$ cat src/rtl/mem_resp_unit_pkg.sv
// -----------------------------------------------------------------------------
// mem_resp_unit_pkg
// Shared definitions for the memory response path: default bus widths, the
// response record carried through the output queue, and the occupancy
// encoding of the 2-entry response queue.
// No ports (package).
// -----------------------------------------------------------------------------
package mem_resp_unit_pkg;

  localparam int unsigned DATA_WIDTH_DEF = 32;
  localparam int unsigned TAG_WIDTH_DEF  = 32;
  localparam int unsigned CNT_WIDTH_DEF  = 8;

  // Response record at the default widths
  typedef struct packed {
    logic [TAG_WIDTH_DEF-1:0]  addr;
    logic [DATA_WIDTH_DEF-1:0] data;
    logic                      error;
  } resp_t;

  // Output queue occupancy states
  localparam logic [1:0] Q_EMPTY = 2'd0;
  localparam logic [1:0] Q_ONE   = 2'd1;
  localparam logic [1:0] Q_TWO   = 2'd2;

endpackage

$ cat src/rtl/mem_resp_unit_if.sv
// -----------------------------------------------------------------------------
// mem_resp_unit_if
// Bundles the three channels around the response unit:
//   memory response : mem_rvalid/mem_rready/mem_rdata/mem_rerror
//   address buffer  : buf_rena/buf_rdata/buf_valid/buf_empty
//   output consumer : out_valid/out_ready/out_addr/out_data/out_error
// Modports:
//   slave  - the response unit's view
//   master - the surrounding environment's view (memory, buffer, consumer)
// -----------------------------------------------------------------------------
interface mem_resp_unit_if
  import mem_resp_unit_pkg::*;
#(
  parameter int unsigned DATA_WIDTH = DATA_WIDTH_DEF,
  parameter int unsigned TAG_WIDTH  = TAG_WIDTH_DEF
);

  logic                  mem_rvalid;
  logic                  mem_rready;
  logic [DATA_WIDTH-1:0] mem_rdata;
  logic                  mem_rerror;

  logic                  buf_rena;
  logic [TAG_WIDTH-1:0]  buf_rdata;
  logic                  buf_valid;
  logic                  buf_empty;

  logic                  out_valid;
  logic                  out_ready;
  logic [TAG_WIDTH-1:0]  out_addr;
  logic [DATA_WIDTH-1:0] out_data;
  logic                  out_error;

  modport slave (
    input  mem_rvalid, mem_rdata, mem_rerror,
    output mem_rready,
    input  buf_rdata, buf_valid, buf_empty,
    output buf_rena,
    input  out_ready,
    output out_valid, out_addr, out_data, out_error
  );

  modport master (
    output mem_rvalid, mem_rdata, mem_rerror,
    input  mem_rready,
    output buf_rdata, buf_valid, buf_empty,
    input  buf_rena,
    output out_ready,
    input  out_valid, out_addr, out_data, out_error
  );

endinterface

$ cat src/rtl/mem_resp_unit_resp_queue.sv
// -----------------------------------------------------------------------------
// mem_resp_unit_resp_queue
// 2-entry registered FIFO of response records. Slot 0 is always the head and
// drives the output directly from a register; slot 1 shifts into slot 0 when
// the head is consumed.
// Ports:
//   clk, reset       - clock, synchronous active-high reset
//   i_clear          - synchronous clear of the occupancy (flush)
//   i_in_valid       - enqueue request (honoured only while o_in_ready)
//   o_in_ready       - space available, from registered occupancy only
//   i_in_data        - record to enqueue
//   o_out_valid      - head valid (registered)
//   i_out_ready      - consumer takes the head
//   o_out_data       - head record (registered)
// -----------------------------------------------------------------------------
module mem_resp_unit_resp_queue
  import mem_resp_unit_pkg::*;
#(
  parameter type T = resp_t
) (
  input  logic clk,
  input  logic reset,
  input  logic i_clear,
  input  logic i_in_valid,
  output logic o_in_ready,
  input  T     i_in_data,
  output logic o_out_valid,
  input  logic i_out_ready,
  output T     o_out_data
);

  logic [1:0] r_count;
  logic       r_out_valid;
  T           r_slot0;
  T           r_slot1;

  logic [1:0] w_count_nxt;
  T           w_slot0_nxt;
  T           w_slot1_nxt;
  logic       w_enq;
  logic       w_deq;

  assign o_in_ready  = (r_count != Q_TWO);
  assign w_enq       = i_in_valid && o_in_ready;
  assign w_deq       = r_out_valid && i_out_ready;
  assign o_out_valid = r_out_valid;
  assign o_out_data  = r_slot0;

  // Next occupancy and slot contents; clear wins over any handshake
  always_comb begin
    w_count_nxt = r_count;
    w_slot0_nxt = r_slot0;
    w_slot1_nxt = r_slot1;
    if (i_clear) begin
      w_count_nxt = Q_EMPTY;
    end else begin
      case (r_count)
        Q_EMPTY: begin
          if (w_enq) begin
            w_slot0_nxt = i_in_data;
            w_count_nxt = Q_ONE;
          end else begin
            w_count_nxt = Q_EMPTY;
          end
        end
        Q_ONE: begin
          if (w_enq && w_deq) begin
            // head leaves and the new record becomes the head
            w_slot0_nxt = i_in_data;
            w_count_nxt = Q_ONE;
          end else if (w_enq) begin
            w_slot1_nxt = i_in_data;
            w_count_nxt = Q_TWO;
          end else if (w_deq) begin
            w_count_nxt = Q_EMPTY;
          end else begin
            w_count_nxt = Q_ONE;
          end
        end
        Q_TWO: begin
          // no enqueue possible here: o_in_ready is low
          if (w_deq) begin
            w_slot0_nxt = r_slot1;
            w_count_nxt = Q_ONE;
          end else begin
            w_count_nxt = Q_TWO;
          end
        end
        default: begin
          w_count_nxt = Q_EMPTY;
        end
      endcase
    end
  end

  // Queue state registers; out_valid is kept as its own flop
  always_ff @(posedge clk) begin
    if (reset) begin
      r_count     <= Q_EMPTY;
      r_out_valid <= 1'b0;
      r_slot0     <= '0;
      r_slot1     <= '0;
    end else begin
      r_count     <= w_count_nxt;
      r_out_valid <= (w_count_nxt != Q_EMPTY);
      r_slot0     <= w_slot0_nxt;
      r_slot1     <= w_slot1_nxt;
    end
  end

endmodule

$ cat src/rtl/mem_resp_unit.sv
// -----------------------------------------------------------------------------
// mem_resp_unit
// Accepts in-order memory read responses, pops the matching entry of the
// outstanding-request address buffer for each, drops responses whose entry
// was invalidated by a flush, and forwards survivors through a registered
// 2-entry queue.
// Ports:
//   clk, reset  - clock, synchronous active-high reset
//   flush       - pipeline flush (same cycle as the address buffer's flush)
//   bus         - memory response, address buffer and output channels
//   drop_cnt    - saturating count of dropped (stale) responses
//   orphan_err  - sticky: a response was presented with the buffer empty
// -----------------------------------------------------------------------------
module mem_resp_unit
  import mem_resp_unit_pkg::*;
#(
  parameter int unsigned DATA_WIDTH = DATA_WIDTH_DEF,
  parameter int unsigned TAG_WIDTH  = TAG_WIDTH_DEF,
  parameter int unsigned CNT_WIDTH  = CNT_WIDTH_DEF
) (
  input  logic                 clk,
  input  logic                 reset,
  input  logic                 flush,
  mem_resp_unit_if.slave       bus,
  output logic [CNT_WIDTH-1:0] drop_cnt,
  output logic                 orphan_err
);

  typedef struct packed {
    logic [TAG_WIDTH-1:0]  addr;
    logic [DATA_WIDTH-1:0] data;
    logic                  error;
  } resp_w_t;

  logic                 w_q_in_ready;
  logic                 w_mem_rready;
  logic                 w_accept;
  logic                 w_keep;
  logic                 w_drop;
  logic                 w_orphan;
  resp_w_t              w_in;
  resp_w_t              w_out;
  logic [CNT_WIDTH-1:0] r_drop_cnt;
  logic                 r_orphan_err;

  // Ready depends only on the registered occupancy and the buffer state,
  // never on out_ready, so there is no combinational path across the unit.
  assign w_mem_rready = !bus.buf_empty && w_q_in_ready;
  assign w_accept     = bus.mem_rvalid && w_mem_rready;
  assign w_keep       = w_accept && bus.buf_valid && !flush;
  assign w_drop       = w_accept && !w_keep;
  assign w_orphan     = bus.mem_rvalid && bus.buf_empty;

  assign bus.mem_rready = w_mem_rready;
  assign bus.buf_rena   = w_accept;

  assign w_in = '{addr: bus.buf_rdata, data: bus.mem_rdata, error: bus.mem_rerror};

  mem_resp_unit_resp_queue #(
    .T (resp_w_t)
  ) u_resp_queue (
    .clk         (clk),
    .reset       (reset),
    .i_clear     (flush),
    .i_in_valid  (w_keep),
    .o_in_ready  (w_q_in_ready),
    .i_in_data   (w_in),
    .o_out_valid (bus.out_valid),
    .i_out_ready (bus.out_ready),
    .o_out_data  (w_out)
  );

  assign bus.out_addr  = w_out.addr;
  assign bus.out_data  = w_out.data;
  assign bus.out_error = w_out.error;

  // Stale-response counter (saturating) and sticky orphan flag
  always_ff @(posedge clk) begin
    if (reset) begin
      r_drop_cnt   <= '0;
      r_orphan_err <= 1'b0;
    end else begin
      if (w_drop && (r_drop_cnt != '1)) begin
        r_drop_cnt <= r_drop_cnt + {{(CNT_WIDTH-1){1'b0}}, 1'b1};
      end else begin
        r_drop_cnt <= r_drop_cnt;
      end
      if (w_orphan) begin
        r_orphan_err <= 1'b1;
      end else begin
        r_orphan_err <= r_orphan_err;
      end
    end
  end

  assign drop_cnt   = r_drop_cnt;
  assign orphan_err = r_orphan_err;

endmodule

$ cat src/flat_wrapper.sv
// flat-port wrapper written by rule: the top's interface ports become plain ports
module mem_resp_unit_flat import mem_resp_unit_pkg::*;
#(
  parameter int unsigned DATA_WIDTH = DATA_WIDTH_DEF,
  parameter int unsigned TAG_WIDTH  = TAG_WIDTH_DEF,
  parameter int unsigned CNT_WIDTH  = CNT_WIDTH_DEF
)
  (clk, reset, flush, drop_cnt, orphan_err, bus_mem_rvalid, bus_mem_rdata, bus_mem_rerror, bus_mem_rready, bus_buf_rdata, bus_buf_valid, bus_buf_empty, bus_buf_rena, bus_out_ready, bus_out_valid, bus_out_addr, bus_out_data, bus_out_error);
  mem_resp_unit_if #(.DATA_WIDTH(DATA_WIDTH), .TAG_WIDTH(TAG_WIDTH)) bus_i ();
  input  logic clk;
  input  logic reset;
  input  logic flush;
  output logic [CNT_WIDTH-1:0] drop_cnt;
  output logic orphan_err;
  input wire logic [$bits(bus_i.mem_rvalid)-1:0] bus_mem_rvalid;
  input wire logic [$bits(bus_i.mem_rdata)-1:0] bus_mem_rdata;
  input wire logic [$bits(bus_i.mem_rerror)-1:0] bus_mem_rerror;
  output wire logic [$bits(bus_i.mem_rready)-1:0] bus_mem_rready;
  input wire logic [$bits(bus_i.buf_rdata)-1:0] bus_buf_rdata;
  input wire logic [$bits(bus_i.buf_valid)-1:0] bus_buf_valid;
  input wire logic [$bits(bus_i.buf_empty)-1:0] bus_buf_empty;
  output wire logic [$bits(bus_i.buf_rena)-1:0] bus_buf_rena;
  input wire logic [$bits(bus_i.out_ready)-1:0] bus_out_ready;
  output wire logic [$bits(bus_i.out_valid)-1:0] bus_out_valid;
  output wire logic [$bits(bus_i.out_addr)-1:0] bus_out_addr;
  output wire logic [$bits(bus_i.out_data)-1:0] bus_out_data;
  output wire logic [$bits(bus_i.out_error)-1:0] bus_out_error;
  assign bus_i.mem_rvalid = bus_mem_rvalid;
  assign bus_i.mem_rdata = bus_mem_rdata;
  assign bus_i.mem_rerror = bus_mem_rerror;
  assign bus_mem_rready = bus_i.mem_rready;
  assign bus_i.buf_rdata = bus_buf_rdata;
  assign bus_i.buf_valid = bus_buf_valid;
  assign bus_i.buf_empty = bus_buf_empty;
  assign bus_buf_rena = bus_i.buf_rena;
  assign bus_i.out_ready = bus_out_ready;
  assign bus_out_valid = bus_i.out_valid;
  assign bus_out_addr = bus_i.out_addr;
  assign bus_out_data = bus_i.out_data;
  assign bus_out_error = bus_i.out_error;
  mem_resp_unit #(.DATA_WIDTH(DATA_WIDTH), .TAG_WIDTH(TAG_WIDTH), .CNT_WIDTH(CNT_WIDTH)) u_core (.clk(clk), .reset(reset), .flush(flush), .bus(bus_i), .drop_cnt(drop_cnt), .orphan_err(orphan_err));
endmodule
$ cat config.mk
export PLATFORM = sky130hd
export DESIGN_NAME = mem_resp_unit_flat
export DESIGN_NICKNAME = d
export VERILOG_FILES = /design/src/rtl/mem_resp_unit_pkg.sv /design/src/rtl/mem_resp_unit_if.sv /design/src/rtl/mem_resp_unit_resp_queue.sv /design/src/rtl/mem_resp_unit.sv /design/src/flat_wrapper.sv
export SDC_FILE = /design/constraint.sdc
export NUM_CORES = 1
export LEC_CHECK = 0
export BUFFER_PORTS_ARGS = -buffer_cell sky130_fd_sc_hd__buf_2
export CORE_MARGIN = 5
export CORE_UTILIZATION = 37
export DETAILED_ROUTE_END_ITERATION = 16
export HOLD_SLACK_MARGIN = 0.15
export PLACE_DENSITY_LB_ADDON = 0.15
export SYNTH_ARGS = -nofsm -noshare
export SYNTH_HDL_FRONTEND = slang
export SYNTH_SLANG_ARGS = --single-unit
$ cat constraint.sdc
create_clock -name clk -period 2.6 [get_ports clk]
set_input_delay 0.52 -clock clk [delete_from_list [all_inputs] [get_ports clk]]
set_output_delay 0.52 -clock clk [all_outputs]
set_load 0.05 [all_outputs]
Yosys cells after proc, flatten, opt, wreduce, memory -nomap -nowiden
Cells that the tools add are included.
{ "op_classes": {"add_sub_neg": 1, "eq_ne": 7, "mux": 11, "bitwise_logic": 2, "n_reduce_logical": 18} }
{ "ops": {"columns": ["op", "n"], "rows": [
  ["65-bit two-way mux", 3],
  ["65-bit case mux with 3 select lines", 1],
  ["1-bit logical AND", 10],
  ["8-bit by 1-bit adder with 8-bit output, second input constant", 1],
  ["2-bit two-way mux", 4],
  ["2-bit inequality test, second input constant", 4],
  ["8-bit inequality test, second input constant", 1],
  ["2-bit case mux with 3 select lines", 1],
  ["5-bit AND reduction", 1],
  ["4-bit AND reduction", 1],
  ["1-bit zero test", 3],
  ["3-bit nonzero test", 1],
  ["2-bit by 1-bit == test with 1-bit output, second input constant", 1],
  ["2-bit == test, second input constant", 1],
  ["2-bit zero test", 1],
  ["1-bit two-way mux", 2],
  ["1-bit inverter", 2],
  ["2-bit nonzero test", 1]
]} }
{ "word_totals": {"out_inout_bits": 77, "reg_bits": 142, "word_cells": 49, "input_bits": 72} }

Depth between registers and ports, before layout
{ "depth": {"depth_word": 11, "mapped_depth": 9, "depth_no_buf": 7} }

Modules after synthesis
From an unflattened synthesis, not the netlist that was laid out.
{ "unflattened": {"hier_cells": 684, "area_unflattened_um2": 6676.4} }
{ "by_module_without_submodules": {"columns": ["mod", "cells_per_inst", "seq_area_each_um2", "n_inst", "area_per_inst_um2"], "rows": [
  ["mem_resp_unit_resp_queue", 628, 2662.6, 1, 6159.7],
  ["mem_resp_unit", 56, 180.2, 1, 516.7]
]} }

Least setup slack after synthesis
No wires, ideal clock.
{ "synth_timing": {"kind": "input to register", "startpoint": "input bus_buf_empty", "endpoint": "register u_core.r_drop_cnt[0] (netlist: u_core.drop_cnt[0])", "t_arrival_ns": 1.959, "required_ns": 2.479, "n_path_buf": 0, "setup_ns": 0.121, "cell_stages": 4, "path_slack_ns": 0.520, "cell_sequence": "nand2b_1 -> nor2_1 -> o211a_1 -> mux2_2"} }
{ "synth_between": {"elab_chain_len": 8} }
{ "synth_lines": {"columns": ["element", "line", "rtl"], "rows": [
  ["from (decl)", "flat_wrapper.sv:21", "input wire logic [$bits(bus_i.buf_empty)-1:0] bus_buf_empty;"],
  ["1-bit zero test *", "mem_resp_unit.sv:48", "assign w_mem_rready = !bus.buf_empty && w_q_in_ready;"],
  ["1-bit logical AND *", "mem_resp_unit.sv:48", null],
  ["1-bit logical AND *", "mem_resp_unit.sv:49", "assign w_accept = bus.mem_rvalid && w_mem_rready;"],
  ["via bus_buf_rena", "flat_wrapper.sv:22", "output wire logic [$bits(bus_i.buf_rena)-1:0] bus_buf_rena;"],
  ["1-bit logical AND (2 in a row)", "mem_resp_unit.sv:50", "assign w_keep = w_accept && bus.buf_valid && !flush;"],
  ["1-bit zero test", "mem_resp_unit.sv:51", "assign w_drop = w_accept && !w_keep;"],
  ["1-bit logical AND *", "mem_resp_unit.sv:51", null],
  ["1-bit logical AND *", "mem_resp_unit.sv:83", "if (w_drop && (r_drop_cnt != '1)) begin"],
  ["to (signal assigned)", "mem_resp_unit.sv:84", "r_drop_cnt <= r_drop_cnt + {{(CNT_WIDTH-1){1'b0}}, 1'b1};"],
  ["to (signal assigned)", "mem_resp_unit.sv:86", "r_drop_cnt <= r_drop_cnt;"],
  ["to (decl)", "mem_resp_unit.sv:43", "logic [CNT_WIDTH-1:0] r_drop_cnt;"]
]} }
The timed path passes the listed nets; every way through them passes the cells marked *.
A chain may end at the register's enable or synchronous reset.

Worst setup path after layout
{ "layout_timing": {"startpoint": "register u_core.u_resp_queue.r_count[1]", "endpoint": "register u_core.u_resp_queue.r_slot0 (netlist bit u_core.u_resp_queue.o_out_data[41])"} }
{ "layout_between": {"elab_chain_len": 9, "elab_cells_between_ends": 16, "cone_classes": "eq/ne: 6; mux: 1; reduce/logical: 9"} }
{ "layout_lines": {"columns": ["element", "line", "rtl"], "rows": [
  ["from (decl)", "mem_resp_unit_resp_queue.sv:32", "logic [1:0] r_count;"],
  ["from (signal assigned)", "mem_resp_unit_resp_queue.sv:104", "r_count <= w_count_nxt;"],
  ["2-bit inequality test", "mem_resp_unit_resp_queue.sv:43", "assign o_in_ready = (r_count != Q_TWO);"],
  ["1-bit logical AND", "mem_resp_unit.sv:48", null],
  ["1-bit logical AND", "mem_resp_unit.sv:49", null],
  ["1-bit logical AND (2 in a row)", "mem_resp_unit.sv:50", null],
  ["1-bit logical AND", "mem_resp_unit_resp_queue.sv:44", "assign w_enq = i_in_valid && o_in_ready;"],
  ["1-bit logical AND", "mem_resp_unit_resp_queue.sv:67", "if (w_enq && w_deq) begin"],
  ["2-bit inequality test (no source line)", null, null],
  ["5-bit AND reduction (no source line)", null, null],
  ["to (signal assigned)", "mem_resp_unit_resp_queue.sv:106", "r_slot0 <= w_slot0_nxt;"],
  ["to (decl)", "mem_resp_unit_resp_queue.sv:34", "T r_slot0;"]
]} }
Parallel ways exist; a longest one is shown, timed or not.

==> metrics.md <==
| Metric | Value |
|---|---|
| Status | `completed` |
| Placer Congestion | `0.774` |
| CP Data Arrival Time | `2.63 ns` |
| Share of layout cells above drive strength 1 | `33.2%` |
| Slew @ Worst Pin | `0.707 ns` |
| Die area | `20,100 µm²` |
| WP data required | `2.93 ns` |
| Post CTS Setup Buffer Count | `0` |
| Syn-to-layout area delta | `23.4%` |
| GRT overflow | `0` |
| Synth area leaders | `dfxtp_1, a311oi_2, mux2i_1` |
| Ys flop type | `dfxtp_1` |
| Synth cell types | `42` |
| NetSw | `1.29 mW` |
| Leading cell types by count after synthesis | `dfxtp_1, nand2_1, a21oi_1, mux2i_1, a311oi_2` |
| Max H-tree Level | `4` |
| Tot Pwr | `4.97 mW` |
| Initial antenna violation count | `2` |
| Total CTS buffers | `17` |
| Per-cell routed wire length | `16.4 µm` |
| Clock Latency Late Sink | `0.42 ns` |
| Clock root buffer | `clkbuf_16` |
| Clock power share | `46.7%` |
| RSZ-0062 raised after global routing | `no` |
| Net Sw Frac | `25.9%` |
| Sequential share of power | `44.6%` |
| Area leader, netlist | `dfxtp_1` |
| Syn Nets | `741` |
| Die X | `142 µm` |
| Crit. End Element | `flip-flop` |
| Largest net degree at the start of global routing | `74` |
| Setup_tns | `0 ns` |
| Startpoint types | `flip-flop` |
| Starting density of the core | `37.4%` |
| Final Hold Fails | `0` |
| Yosys warnings | `0` |
| Final setup fails | `0` |
| Seq/Total Area, Yosys | `44.4%` |
| DP HPWL | `10,800 µm` |
| Cell area after synthesis | `6410 µm²` |
| 1st-pass router iterations | `5` |
| Yosys reg bits | `142` |
| Slew headroom | `52.9%` |
| GR Util All Layers | `16.7%` |
| Vias/cell | `5.25` |
| Gate power share | `8.7%` |
| Row cnt | `48` |
| Post_cts resized | `0` |
| CTS tree | `built` |
| Ys async rst share | `0%` |
| Power per standard cell area | `628 nW/µm²` |
| DR vias | `5,374` |
| IO buf count | `148` |
| Post-CTS Hold Buffers | `0` |
| MaxCap Viol Count | `0` |
| Syn Area/Cell | `9.62 µm²` |
| Dominant cell by count in the synthesized netlist | `dfxtp_1` |
| Share of the synthesized area in the top cell type | `44.4%` |
| Total internal power | `3.68 mW` |
| Min-delay worst type | `primary input to flip-flop` |
| Initial detailed-routing violation count | `303` |
| Max Clk Rate | `434 MHz` |
| CTS sink cnt | `142` |
| Critical path class | `flip-flop to flip-flop` |
| Peak supply drop | `0.451 mV` |
| CTS max path bufs | `2` |
| Number of synthesized flops with an enable pin | `0` |
| Final period util | `88.6%` |
| Core area | `17,100 µm²` |
| Post-Syn Instances | `666` |
| Worst Path Max Fanout | `55` |
| Global-route wire length before repair | `27,300 µm` |
| Number of remaining DRC errors | `0` |
| Leakage | `3.39 nW` |
| WL final | `16,700 µm` |
| Worst-path clk slew | `0.06 ns` |
| Max Slew Vio Count | `0` |
| Antenna-violating nets left | `0` |
| # IOs | `149` |
| Final nets | `860` |
| Clock period minus worst slack | `2.30 ns` |
| Die span in y | `142 µm` |
| Vias in the first global route | `5,214` |
| Clk_skew | `0.00640 ns` |
## area by class of cell
cell class / count / area [µm²]
Antenna cell: 1 / 2.50
Clock buffer: 19 / 443
Clock inverter: 13 / 115
Fill cell: 1668 / 9210
Inverter: 3 / 13.8
Multi-Input combinational cell: 456 / 3210
Sequential cell: 142 / 2840
Tap cell: 225 / 282
Timing Repair Buffer: 165 / 1000
## power groups by stage
stage	Clock, mW	Sequential, mW	Combinational [mW]
4_1_cts	2.39	2.22	0.436
3_5_place_dp	0	2.27	0.435
2_1_floorplan	0	2.35	0.205
6_report	2.32	2.22	0.433
5_1_grt	2.48	2.22	0.466
3_3_place_gp	0	2.27	0.426
## logic make-up (layout without fill, tap and decap cells)
group,Yosys count,after routing,share of synthesized area (%)
AO/OA/AOI/OAI,211,211,26.8
adder cells (fa/ha/maj),3,3,0.586
buffers and inverters,68,200,5.84
flip-flops,142,142,44.4
multiplexers,69,69,10.8
other,0,1,0
AND/OR/NAND/NOR,173,173,11.6
## flip-flops by register name (all words and copies together), names as in the netlist
register	cells
u_core.u_resp_queue.r_count	2
u_core.drop_cnt	8
u_core.u_resp_queue.o_out_valid	1
u_core.orphan_err	1
u_core.u_resp_queue.r_slot1	65
u_core.u_resp_queue.o_out_data	65
## critical path, cell delays in order (launching register included)
cell and delay [ns]:
dfxtp_1 0.48, nor2b_2 0.22, nor3_1 0.08, ha_1 0.20, and3b_1 0.19, a221o_4 0.40, buf_12 0.23, buf_4 0.18
a311oi_2 0.23
## metal layers
| metal | part of all wire (%) | track usage [%] | vias to the layer above |
|---|---|---|---|
| li1 | - | - | 2674 |
| met1 | 44 | 21.6 | 2514 |
| met2 | 46 | 26.3 | 160 |
| met3 | 7.4 | 5.22 | 24 |
| met4 | 1.7 | 6.16 | 2 |
| met5 | 0.078 | 0 | - |
## layout by cell type (no fill, tap or decap), types with 4 or more instances in the layout
master,n
clkbuf_16,17
nor2_1,10
buf_12,10
clkinv_2,4
a311oi_2,60
dfxtp_1,142
a311oi_1,5
a21oi_1,131
nand2_1,138
o21ai_0,5
clkinvlp_4,4
buf_4,7
buf_2,147
mux2i_1,68
## per-stage QoR
| stage | cell area (µm²) | hold WS, ns | worst slack (ns) | utilization, % | instances |
|---|---|---|---|---|---|
| 2_1_floorplan | 6410 | 0.436 | 0.520 | - | 666 |
| 3_3_place_gp | 7350 | 0.441 | 0.248 | 42.9 | 991 |
| 3_5_place_dp | 7350 | 0.446 | 0.156 | 42.9 | 991 |
| 4_1_cts | 7910 | 0.324 | 0.297 | 46.2 | 1023 |
| 5_1_grt | 7910 | 0.331 | 0.141 | 46.2 | 1024 |
| 6_report | 7910 | 0.345 | 0.296 | 46.2 | 1024 |
## path summary, 6_finish.rpt
| check | startpoint | endpoint | slack (ns) | cells after the start |
|---|---|---|---|---|
| setup reg to reg | u_core.u_resp_queue.r_count[1] | u_core.u_resp_queue.o_out_data[41] | 0.30 | 8 |
| setup / recovery | u_core.u_resp_queue.r_count[1] | u_core.u_resp_queue.o_out_data[41] | 0.30 | 8 |
| hold reg to reg | u_core.u_resp_queue.r_slot1[10] | u_core.u_resp_queue.r_slot1[10] | 0.45 | 2 |
| hold / removal | bus_buf_rdata[22] | u_core.u_resp_queue.r_slot1[55] | 0.35 | 3 |
No activity file was read; power rests on OpenSTA's default activity.
